==> src/rtl/voice_scan_allocator.sv <==
// Frame-based voice allocator: scans one note group per cycle, admits up to NUM_VOICES
// gated notes, and publishes a coherent snapshot of the admitted set at each COMMIT slot.
module voice_scan_allocator #(
    parameter int ADDR_WIDTH  = 8,
    parameter int PHASE_WIDTH = 32,
    parameter int NUM_NOTES   = 24,
    parameter int NUM_GROUPS  = 3,
    parameter int NUM_VOICES  = 8,
    localparam int IDX_WIDTH  = $clog2(NUM_NOTES + 1),
    localparam int VCNT_WIDTH = $clog2(NUM_VOICES + 1)
) (
    input  logic                   clk_in,
    input  logic                   rst_in,
    input  logic [PHASE_WIDTH-1:0] phase_in [NUM_NOTES],
    input  logic [NUM_NOTES-1:0]   gate_in,
    input  logic [NUM_GROUPS-1:0]  group_en_in,
    input  logic                   rr_mode_in,
    output logic [ADDR_WIDTH-1:0]  addr_out [NUM_NOTES],
    output logic [VCNT_WIDTH-1:0]  num_voices_out,
    output logic [NUM_NOTES-1:0]   active_voices_out,
    output logic [IDX_WIDTH-1:0]   active_voices_idx_out [NUM_VOICES],
    output logic                   frame_valid_out,
    output logic                   overflow_out,
    output logic [IDX_WIDTH-1:0]   dropped_out
);
    localparam int NPG = NUM_NOTES / NUM_GROUPS;
    localparam int GW  = (NUM_GROUPS > 1) ? $clog2(NUM_GROUPS) : 1;
    localparam int SW  = $clog2(NUM_GROUPS + 1);
    localparam int VIW = (NUM_VOICES > 1) ? $clog2(NUM_VOICES) : 1;
    localparam logic [VCNT_WIDTH-1:0] VMAX      = VCNT_WIDTH'(NUM_VOICES);
    localparam logic [IDX_WIDTH-1:0]  IDX_EMPTY = '1;
    localparam logic [SW-1:0]         COMMIT    = SW'(NUM_GROUPS);

    logic [SW-1:0]         slot_q, slot_d;
    logic [GW-1:0]         start_grp_q, start_grp_d;
    logic [GW:0]           gsum;
    logic [GW-1:0]         grp;
    int unsigned           n;

    // Frame accumulators
    logic [VCNT_WIDTH-1:0] cnt_q, cnt_d;
    logic [NUM_NOTES-1:0]  mask_q, mask_d;
    logic [IDX_WIDTH-1:0]  map_q [NUM_VOICES];
    logic [IDX_WIDTH-1:0]  map_d [NUM_VOICES];
    logic [IDX_WIDTH-1:0]  drops_q, drops_d;

    // Published state
    logic [ADDR_WIDTH-1:0] addr_q [NUM_NOTES];
    logic [ADDR_WIDTH-1:0] addr_d [NUM_NOTES];
    logic [VCNT_WIDTH-1:0] num_q, num_d;
    logic [NUM_NOTES-1:0]  act_q, act_d;
    logic [IDX_WIDTH-1:0]  idx_q [NUM_VOICES];
    logic [IDX_WIDTH-1:0]  idx_d [NUM_VOICES];
    logic                  fv_q, fv_d;
    logic                  ovf_q, ovf_d;
    logic [IDX_WIDTH-1:0]  dropped_q, dropped_d;

    // Group handled this slot, rotated by start_grp
    always_comb begin
        gsum = {1'b0, start_grp_q} + (GW + 1)'(slot_q);
        if (gsum >= (GW + 1)'(NUM_GROUPS)) begin
            gsum = gsum - (GW + 1)'(NUM_GROUPS);
        end
        grp = gsum[GW-1:0];
    end

    always_comb begin
        slot_d      = slot_q;
        start_grp_d = start_grp_q;
        cnt_d       = cnt_q;
        mask_d      = mask_q;
        map_d       = map_q;
        drops_d     = drops_q;
        addr_d      = addr_q;
        num_d       = num_q;
        act_d       = act_q;
        idx_d       = idx_q;
        fv_d        = 1'b0;
        ovf_d       = ovf_q;
        dropped_d   = dropped_q;
        n           = 0;

        if (slot_q == COMMIT) begin
            num_d     = cnt_q;
            act_d     = mask_q;
            idx_d     = map_q;
            dropped_d = drops_q;
            ovf_d     = (drops_q != '0);
            fv_d      = 1'b1;
            cnt_d     = '0;
            mask_d    = '0;
            drops_d   = '0;
            for (int v = 0; v < NUM_VOICES; v++) begin
                map_d[v] = IDX_EMPTY;
            end
            if (rr_mode_in && (start_grp_q != GW'(NUM_GROUPS - 1))) begin
                start_grp_d = start_grp_q + 1'b1;
            end else begin
                start_grp_d = '0;
            end
            slot_d = '0;
        end else begin
            for (int j = 0; j < NPG; j++) begin
                n = int'(grp) * NPG + j;
                addr_d[n] = '0;
                if (group_en_in[grp] && gate_in[n]) begin
                    if (cnt_d < VMAX) begin
                        addr_d[n]          = phase_in[n][PHASE_WIDTH-1 -: ADDR_WIDTH];
                        map_d[VIW'(cnt_d)] = IDX_WIDTH'(n);
                        mask_d[n]          = 1'b1;
                        cnt_d              = cnt_d + 1'b1;
                    end else if (drops_d != IDX_EMPTY) begin
                        drops_d = drops_d + 1'b1;
                    end
                end
            end
            slot_d = slot_q + 1'b1;
        end
    end

    always_ff @(posedge clk_in) begin
        if (rst_in) begin
            slot_q      <= '0;
            start_grp_q <= '0;
            cnt_q       <= '0;
            mask_q      <= '0;
            drops_q     <= '0;
            num_q       <= '0;
            act_q       <= '0;
            fv_q        <= 1'b0;
            ovf_q       <= 1'b0;
            dropped_q   <= '0;
            for (int v = 0; v < NUM_VOICES; v++) begin
                map_q[v] <= IDX_EMPTY;
                idx_q[v] <= IDX_EMPTY;
            end
            for (int i = 0; i < NUM_NOTES; i++) begin
                addr_q[i] <= '0;
            end
        end else begin
            slot_q      <= slot_d;
            start_grp_q <= start_grp_d;
            cnt_q       <= cnt_d;
            mask_q      <= mask_d;
            map_q       <= map_d;
            drops_q     <= drops_d;
            addr_q      <= addr_d;
            num_q       <= num_d;
            act_q       <= act_d;
            idx_q       <= idx_d;
            fv_q        <= fv_d;
            ovf_q       <= ovf_d;
            dropped_q   <= dropped_d;
        end
    end

    // Only the top ADDR_WIDTH phase bits feed the datapath
    logic unused_phase;
    always_comb begin
        unused_phase = 1'b0;
        for (int i = 0; i < NUM_NOTES; i++) begin
            unused_phase = unused_phase ^ (^phase_in[i]);
        end
    end

    assign addr_out              = addr_q;
    assign num_voices_out        = num_q;
    assign active_voices_out     = act_q;
    assign active_voices_idx_out = idx_q;
    assign frame_valid_out       = fv_q;
    assign overflow_out          = ovf_q;
    assign dropped_out           = dropped_q;
endmodule

==> config.mk <==
export PLATFORM = sky130hd
export DESIGN_NAME = voice_scan_allocator
export DESIGN_NICKNAME = d
export VERILOG_FILES = /design/src/rtl/voice_scan_allocator.sv
export SDC_FILE = /design/constraint.sdc
export NUM_CORES = 1
export LEC_CHECK = 0
export BUFFER_PORTS_ARGS = -buffer_cell sky130_fd_sc_hd__clkbuf_2
export CAP_MARGIN = 20
export CORE_AREA = 2 2 419 421
export CTS_CLUSTER_SIZE = 12
export DETAILED_ROUTE_END_ITERATION = 12
export DIE_AREA = 0 0 421 423
export PLACE_DENSITY = 0.32
export SETUP_SLACK_MARGIN = 0.05
export SYNTH_ARGS = -nofsm -noshare
export SYNTH_HDL_FRONTEND = slang
export SYNTH_SLANG_ARGS = --single-unit
==> constraint.sdc <==
create_clock -name clk_in -period 11.6 [get_ports clk_in]
set_clock_uncertainty 0.15 [all_clocks]
set_input_delay 2.32 -clock clk_in [delete_from_list [all_inputs] [get_ports clk_in]]
set_output_delay 2.32 -clock clk_in [all_outputs]
set_load 0.03 [all_outputs]
==> flow_metrics.env <==
export IMPL_fmax_mhz=96.2
export IMPL_synth_fp_nets=2912
export IMPL_slowest_stage="fa_1"
export IMPL_cp_start_kind="register"
export IMPL_cts_hold_buf=0
export IMPL_port_buffers=488
export IMPL_via_count=16933
export IMPL_path_delay_family="compound AO/OA/AOI/OAI gates"
export IMPL_htreeDepth=2
export IMPL_grt_pass1_wl_um=135000
export IMPL_cp_max_fo=6
export IMPL_slew_violations=0
export IMPL_via_per_inst=3.46
export IMPL_synth_edf_count=0
export IMPL_drc=0
export IMPL_endpoint_kind="register"
export IMPL_drt_pass1_iter_count=7
export IMPL_grt_overflow_total=0
export IMPL_critPathBufInv=7
export IMPL_die_w_um=421
export IMPL_syn_inst=2093
export IMPL_worst_pin_slew_ns=1.06
export IMPL_dp_cells=4803
export IMPL_layout_drive_gt1_share_pct=27.0
export IMPL_slew_headroom_pct=27.5
export IMPL_fillers=20035
export IMPL_grt_pass1_vias=16688
export IMPL_ff_latch_area_um2=6890
export IMPL_grt_use_met2_pct=20.1
export IMPL_multiInputGateArea_um2=9190
export IMPL_track_usage_pct=10.7
export IMPL_clock_latency_ns=0.62
export IMPL_yosysUniqueCellTypes=96
export IMPL_path_clk_slew_ns=0.06
export IMPL_clk_path_buf_depth=3
export IMPL_finalHoldViolations=0
export IMPL_cts_tree="built"
export IMPL_p_leak_uw=0.00884
export IMPL_gp_congestion=0.801
export IMPL_ir_drop_uv=136
export IMPL_die_area_um2=178000
export IMPL_drt_iter0_markers=884
export IMPL_synth_area_per_cell_um2=7.96
export IMPL_status="finished, final reports clean"
export IMPL_crit_type="reg -> reg"
export IMPL_antenna_found_initial=24
export IMPL_grt_max_degree=83
export IMPL_final_cell_mix="clkbuf_2, dfxtp_1, nand2_1"
export IMPL_min_path_type="reg -> reg"
export IMPL_setup_viol=0
export IMPL_cellPowerDensity_nw_per_um2=222
export IMPL_mostFrequentLayoutCell="clkbuf_2"
export IMPL_cts_root_buf="clkbuf_16"
export IMPL_cts_buffers=46
export IMPL_finalNonFillerCells=4888
export IMPL_max_stage_delay_ns=0.58
export IMPL_hpwlAfterDp_um=75000
export IMPL_critPathArrivalTime_ns=10.72
export IMPL_num_rows=153
export IMPL_cap_viol_max_count=0
export IMPL_post_route_period_util_pct=89.6
export IMPL_use_met1_pct=11.5
export IMPL_synth_area_um2=16700
export IMPL_busiest_layer="met2"
export IMPL_clock_sinks=344
export IMPL_drt_total_wl_um=98600
export IMPL_period_minus_slack_ns=10.40
export IMPL_rsz0062_at_grt="no"
export IMPL_setup_tns_ns=0
export IMPL_start_util_pct=9.62
export IMPL_synthFlopType="dfxtp_1"
export IMPL_ant_nets=0
export IMPL_layout_nets=3345
export IMPL_crit_top_cell="ha_1"
export IMPL_wl_per_cell_um=20.2
export IMPL_met3_usage_pct=2.83
export IMPL_fp_dieH_um=423
export IMPL_syn_to_final_growth_pct=41.1
export IMPL_synthArstFlopShare_pct=0
export IMPL_num_io_pins=1065
export IMPL_ys_seq_area_share_pct=41.3
export IMPL_core_area_um2=173000
export IMPL_ys_seq_elements=344
export IMPL_yosys_warnings=0
export IMPL_crit_required_ns=11.93
==> stage by stage <==
stage	hold slack [ns]	power, uW	utilization (%)	cell area, um^2	setup slack (ns)
after floorplan	0.271	2840	-	16700	1.34
after global placement	0.289	3800	12.7	21900	0.619
after detailed placement	0.294	3800	12.7	21900	0.674
after CTS	0.301	5400	13.6	23500	0.997
after global routing	0.311	5590	13.6	23500	0.195
final	0.300	5230	13.6	23500	1.20
==> final cells by class <==
type	instances	share of cell area [%]
clock buffer	64	5.48
timing repair buffer	537	12.0
antenna	1	0.0106
tap	2325	12.4
sequential	344	29.3
inverter	32	0.521
multi-input combinational	1565	39.1
clock inverter	20	1.26
==> what timing repair did <==
item / 4_1_cts / 5_1_grt
buffers inserted: 0 / 0
resized for setup: 0 / 1
setup endpoints to repair: 0 / 1
==> cell usage after synthesis (all sizes together) (13+ instances only) <==
master	n	area share, %
clkbuf	119	2.7
xnor2	20	1.3
nor2b	50	1.9
a31oi	13	0.53
o21ai	68	2.0
o211ai	19	0.86
nor3	28	1.1
nand2	296	6.7
a211o	42	2.2
inv	32	0.74
dfxtp	344	41
ha	20	1.5
and2	18	0.68
mux2i	76	4.6
buf	33	0.87
nand3	166	5.0
mux2	17	1.1
a221oi	14	0.89
nor2	241	5.4
a21oi	285	8.6
nand2b	14	0.53
==> power breakdown <==
group	internal, uW	leakage, uW	total (uW)	switching (uW)
sequential	1300	0.00279	1370	70.3
combinational	704	0.00528	2320	1620
clock	913	0.000771	1530	620
==> worst reg2reg max path, delay by kind of cell (launching register included) <==
family | cells | cell delay, ns
flip-flops | 1 | 0.40
adder cells (fa/ha/maj) | 9 | 2.53
XOR/XNOR | 3 | 0.64
multiplexers | 3 | 1.04
AND/OR/NAND/NOR | 13 | 2.20
AO/OA/AOI/OAI | 11 | 2.68
buffers and inverters | 7 | 0.62
==> worst paths after layout <==
path	from	to	slack, ns	depth (start not counted)
setup / recovery	slot_q[0]$_SDFF_PP0_	drops_q[3]$_SDFF_PP0_	1.20	46
hold / removal	register	register	0.30	2
setup reg to reg	slot_q[0]$_SDFF_PP0_	drops_q[3]$_SDFF_PP0_	1.20	46
hold reg to reg	register	register	0.30	2
==> logic make-up (layout without fill, tap and decap cells) <==
| logic type | Yosys count | after routing | synth area share, % |
|---|---|---|---|
| buffers and inverters | 184 | 653 | 4.29 |
| XOR/XNOR | 29 | 29 | 2.10 |
| AO/OA/AOI/OAI | 542 | 542 | 20.5 |
| flip-flops | 344 | 344 | 41.3 |
| other | 0 | 1 | 0 |
| multiplexers | 93 | 93 | 5.74 |
| adder cells (fa/ha/maj) | 21 | 21 | 1.62 |
| AND/OR/NAND/NOR | 880 | 880 | 24.4 |
==> layer usage <==
layer  wire length, um  up-vias
li1                  -     8253
met5               155        -
met4              3030       24
met1             37800     8071
met3              5680      130
met2             51900      455
Power figures use the tool's default switching activity.
